<file path="src/rtl/burst_expand.sv">
// Expands {burst_len, base_addr} descriptors into one beat address per cycle.
// Optional addr_last output is enabled by defining BURST_EXPAND_LAST_EN.
module burst_expand #(
  parameter int unsigned AddrWidth         = 64,
  parameter int unsigned DataWidthBytesLog = 6,
  parameter int unsigned BurstLenWidth     = 8
) (
  input  logic                               clk,
  input  logic                               rst,
  input  logic [BurstLenWidth+AddrWidth-1:0] burst_dout,
  input  logic                               burst_empty_n,
  output logic                               burst_read,
  output logic [AddrWidth-1:0]               addr_din,
  input  logic                               addr_full_n,
  output logic                               addr_write
`ifdef BURST_EXPAND_LAST_EN
  ,
  output logic                               addr_last
`endif
);

  typedef enum logic {IDLE, EMIT} state_e;

  localparam logic [AddrWidth-1:0] Stride = AddrWidth'(1) << DataWidthBytesLog;

  state_e                   state_q, state_d;
  logic [AddrWidth-1:0]     cur_addr_q, cur_addr_d;
  logic [BurstLenWidth-1:0] remaining_q, remaining_d;

  logic [AddrWidth-1:0]     desc_base;
  logic [BurstLenWidth-1:0] desc_len;
  logic                     last_beat;

  assign desc_base = burst_dout[AddrWidth-1:0];
  assign desc_len  = burst_dout[AddrWidth +: BurstLenWidth];
  assign last_beat = (remaining_q == '0);
  assign addr_din  = cur_addr_q;

`ifdef BURST_EXPAND_LAST_EN
  assign addr_last = (state_q == EMIT) && last_beat;
`endif

  always_comb begin
    state_d     = state_q;
    cur_addr_d  = cur_addr_q;
    remaining_d = remaining_q;
    burst_read  = 1'b0;
    addr_write  = 1'b0;
    if (!rst) begin
      unique case (state_q)
        IDLE: begin
          burst_read = burst_empty_n;
          if (burst_empty_n) begin
            cur_addr_d  = desc_base;
            remaining_d = desc_len;
            state_d     = EMIT;
          end
        end
        EMIT: begin
          addr_write = addr_full_n;
          if (addr_full_n) begin
            if (!last_beat) begin
              cur_addr_d  = cur_addr_q + Stride;
              remaining_d = remaining_q - 1'b1;
            end else if (burst_empty_n) begin
              // Chain straight into the next descriptor so bursts run without a bubble.
              burst_read  = 1'b1;
              cur_addr_d  = desc_base;
              remaining_d = desc_len;
            end else begin
              state_d = IDLE;
            end
          end
        end
        default: state_d = IDLE;
      endcase
    end
  end

  always_ff @(posedge clk) begin
    if (rst) begin
      state_q     <= IDLE;
      cur_addr_q  <= '0;
      remaining_q <= '0;
    end else begin
      state_q     <= state_d;
      cur_addr_q  <= cur_addr_d;
      remaining_q <= remaining_d;
    end
  end

endmodule

</file>
<file path="config.mk">
export PLATFORM = sky130hd
export DESIGN_NAME = burst_expand
export DESIGN_NICKNAME = d
export VERILOG_FILES = /design/src/rtl/burst_expand.sv
export SDC_FILE = /design/constraint.sdc
export NUM_CORES = 1
export LEC_CHECK = 0
export BUFFER_PORTS_ARGS = -buffer_cell sky130_fd_sc_hd__buf_2
export CELL_PAD_IN_SITES_DETAIL_PLACEMENT = 1
export CELL_PAD_IN_SITES_GLOBAL_PLACEMENT = 1
export CORE_MARGIN = 3
export CORE_UTILIZATION = 31
export CTS_CLUSTER_DIAMETER = 30
export DETAILED_ROUTE_END_ITERATION = 8
export PLACE_DENSITY = 0.77
export SYNTH_ARGS = -nofsm -noshare
export SYNTH_HDL_FRONTEND = slang
export SYNTH_SLANG_ARGS = --single-unit
</file>
<file path="constraint.sdc">
create_clock -name clk -period 2.6 [get_ports clk]
set_input_delay 0.13 -clock clk [delete_from_list [all_inputs] [get_ports clk]]
set_output_delay 0.13 -clock clk [all_outputs]
set_load 0.005 [all_outputs]
</file>
Word level (Yosys, flattened, before mapping):

Cells that the tools add are included.

* shift-type cells: 0
* magnitude comparators: 0
* multiplexer cells: 18
* $add $sub $neg: 2
* div/mod/pow operators: 0
* reductions and logical operators: 1
* multipliers: 0
* equality and inequality tests: 1
* bitwise logic cells: 1

Operators with widths (number)
* 64-bit 2-to-1 mux: 3
* 64-bit case mux with 2 select lines: 1
* 64-bit by 7-bit adder with 64-bit output (second input constant): 1
* 8-bit 2-to-1 mux: 3
* 8-bit case mux with 2 select lines: 1
* 8-bit zero test: 1
* 1-bit 2-to-1 mux: 8
* 8-bit by 1-bit subtractor with 8-bit output (second input constant): 1
* 1-bit case mux with 2 select lines: 2
* 2-bit inequality test (second input constant): 1
* 1-bit inverter: 1

* bits of input ports: 76
* bits in latches: 0
* memories: 0
* word-level logic and storage cells: 26
* ROM bits: 0
* RAM bits: 0
* register bits after elaboration: 73
* output and inout port bits: 66

Longest topological paths before layout:

* depth after elaboration: 5
* gate-level depth with buffers: 10
* depth with buffers taken out: 8

Worst setup path after synthesis:

OpenSTA, ideal clock, no wires.

* path type: reg2reg
* start point: register cur_addr_q[6] (netlist: addr_din[6])
* end point: register cur_addr_q[50] (netlist: addr_din[50])
* data arrival time: 2385 ps
* setup time: 86 ps
* clock period less this slack: 2471 ps
* stages on the path, launching flop included: 10
* path buffers: 2
* path slack: 129 ps
* data required time: 2514 ps
* cells stage by stage: dfxtp_1 ha_1 nand4_1 or3_1 buf_2 or4_4 buf_6 nor4_4 xnor2_1 a221oi_2

* cells in the longest elaborated chain, start to end: 4

Ends and longest elaborated chain
* start: declaration: RTL line 27 `logic [AddrWidth-1:0] cur_addr_q, cur_addr_d;`
* start signal: assignment: RTL line 87 `cur_addr_q <= cur_addr_d;`
* 64-bit by 7-bit adder with 64-bit output: RTL line 63 `cur_addr_d = cur_addr_q + Stride;`
* 64-bit 2-to-1 mux: RTL line 62 `if (!last_beat) begin`
* 64-bit 2-to-1 mux: RTL line 61 `if (addr_full_n) begin`
* 64-bit case mux with 2 select lines: RTL line 50 `unique case (state_q)`

No other way between the ends. The select of a mux whose other input is x is not followed.
A chain may end at the register's enable or synchronous reset.

Final worst setup path:

* start point: register cur_addr_q[10] (netlist: addr_din[10])
* end point: register cur_addr_q[42] (netlist: addr_din[42])

Same word-level chain as after synthesis.

==> out/results.ini <==
[finish]
final_cell_mix=buf_2 (141), dfxtp_1 (70), nand2_1 (65)
final_common_cell=buf_2
multi_input_area_um2=3230
nFillCells=1914
final_layout_size_suffix_gt1_share_pct=31.5
instances_no_fill=1008
seq_area_um2=1470
nets=871
n_antenna_cell=0
area_delta_synth_final_pct=34.4

[clocking]
clkSlewWorstSetupHoldPaths_ps=60
clock_path_buffers=2
cts.sinks=73
clk_latency_ps=360
cts_tree=done
cts_buffers=9
ctsHtreeMaxLevel=3
cts-root-buf=clkbuf_16

[power_and_ir_drop]
power_leakage_nw=2.73
finalPower_w=0.00362
peakVddDrop_uv=345
p_per_area_nw_per_um2=552

[global_route]
grt_max_degree=50
grt_overflow=0
antenna_found_initial=0
grt_pass1_wl_um=31300
grt_pass1_vias=5855
globalRouteTotalUtil_pct=22.2

[worst_setup_path]
timing.critical_path.buf_inv=2
crit_arrival_ps=2800
crit_family=simple AND/OR/NAND/NOR gates
worstSetupEndpointType=flip-flop
slowest_stage=or4_4
startpoint_type=flip-flop
worstPathRequired_ps=2860
worstSetupPathType=reg2reg
worstPathMaxFanout=6
cp_cell_sequence=nand4_1 > or3_4 > or4_4 > buf_4 > buf_4 > nor4_4 > xnor2_1 > a221oi_2
crit_top_cell=buf_4
cpPeakStageDelay_ps=620

[sta]
post-route-period-util_pct=97.7
tightestPinTransition_ps=457
fmax_mhz=394
finalSetupViolCount=0
fin_skew_ps=7.69
min_period_ps=2540
hold_violations=0
hold_slack_ps=12.2
slew_viol_final=0
slew_headroom_pct=69.5

[detailed_routing]
vias_per_cell=5.74
route.detailed.drc=0
wirelength_um=20000
drtAntennaViolNets=0
route.vias.total=5784
drtIter0Drc=399
wl_per_cell_um=19.8
dr.pass1.iters=6

[placed_design]
place.port_buffers=141
hpwl_um=14600
dpl.cell_count=989
routabilityCongestion=0.890

[worst_hold_path]
hp-class=in2reg

[die]
core_um2=15300
ios=142
start_util_pct=31.8
die_area_um2=17300
rows=45
die_w_um=131
die-height_um=131

[logic_synthesis]
syn_area_per_cell_um2=7.84
netlist.area_leader.share_pct=30.0
yosysUniqueCellTypes=55
yosysTopAreaCell=dfxtp_1
yosys_register_bits=73
ys.flop_type=dfxtp_1
synthArstFlopShare_pct=0
yosysSeqAreaShare_pct=30.0
syn_inst=622
syn_nets=700
synth-edff-count=0
synth_area_leaders=dfxtp_1 (30%), mux2i_1 (6.6%), a21oi_1 (5.4%), a221oi_1 (5.4%), nand2_1 (5.0%)
synth_area_um2=4870
yosys_warnings=0

[flow_run]
drv_cap=0

[run_status]
outcome=completed

-- where the power goes --
group | switching, W | leakage (nW) | internal, W
clock | 0.000516 | 0.148 | 0.000788
sequential | 0.000122 | 0.600 | 0.00122
combinational | 0.000549 | 1.98 | 0.000430
-- cell usage after synthesis, drive strengths merged, types with 3 or more instances --
master  count
dfxtp      73
nand2      65
a21oi      53
nor2       46
clkbuf     38
a221oi     34
mux2i      32
nand3      30
o21ai      28
nand4      23
nor4       21
xnor2      17
nor3       15
a22oi      11
and3       11
buf        10
inv        10
xor2       10
a31oi       8
o22ai       8
and4        7
a211oi      6
a21o        6
a32oi       6
and2        6
mux2        5
a211o       4
nor3b       4
a222oi      3
a311oi      3
nand2b      3
nand3b      3
nor2b       3
o211ai      3
-- worst min-delay path: stages --
cell,delay (ps)
buf_2,90
nand2_1,40
a21oi_1,50
-- area by class of cell --
| cell class | count | share of cell area (%) |
|---|---|---|
| repair buffers | 208 | 19.3 |
| flip-flops and latches | 73 | 22.4 |
| inverters | 10 | 0.573 |
| clock buffers | 12 | 3.91 |
| multi-input cells | 491 | 49.3 |
| clock inverters | 3 | 0.611 |
| well taps | 211 | 4.03 |
-- logic make-up (layout without fill, tap and decap cells) --
group | Yosys count | after routing | share of synthesized area [%]
AND/OR/NAND/NOR | 245 | 245 | 27.0
AO/OA/AOI/OAI | 180 | 180 | 25.2
flip-flops | 73 | 73 | 30.0
buffers and inverters | 58 | 233 | 4.77
multiplexers | 37 | 37 | 7.73
XOR/XNOR | 27 | 27 | 4.85
adder cells (fa/ha/maj) | 2 | 2 | 0.513
-- per-layer routing --
metal	vias up	GRT usage, %	share of wire (%)
met2	188	36.8	47
met5	-	0	0
li1	2714	-	-
met4	0	6.65	2.0
met3	32	6.09	7.1
met1	2850	28.2	43
-- metrics by stage --
step | setup TNS [ps] | area [um2] | setup slack [ps] | utilization, %
CTS | 0 | 6470 | 75.4 | 42.3
detailed placement | 0 | 6170 | 94.4 | 40.3
global route | -122 | 6550 | -87.0 | 42.8
floorplan | 0 | 4870 | 129 | -
finish | 0 | 6550 | 60.1 | 42.8
global placement | 0 | 6170 | 194 | 40.3
-- worst paths after layout --
check	startpoint	end	slack [ps]	cells past startpoint
worst max-delay path	addr_din[10]	addr_din[42]	60	8
worst min-delay path	burst_dout[3]	addr_din[3]	10	3
worst max register to register	addr_din[10]	addr_din[42]	60	8
worst min register to register	addr_din[4]	addr_din[4]	450	2
-- sequential cells by signal, indices dropped and copies added (netlist names) --
name         cells
addr_din        64
remaining_q      8
state_q          1
-- repair_timing --
| action | CTS | global route |
|---|---|---|
| hold buffers | 0 | 0 |
| endpoints found under the setup margin | 0 | 4 |
| endpoints found under the hold margin | 0 | 0 |
| setup buffers | 0 | 4 |
| resized for setup | 0 | 13 |
(Power assumes the default switching activity.)
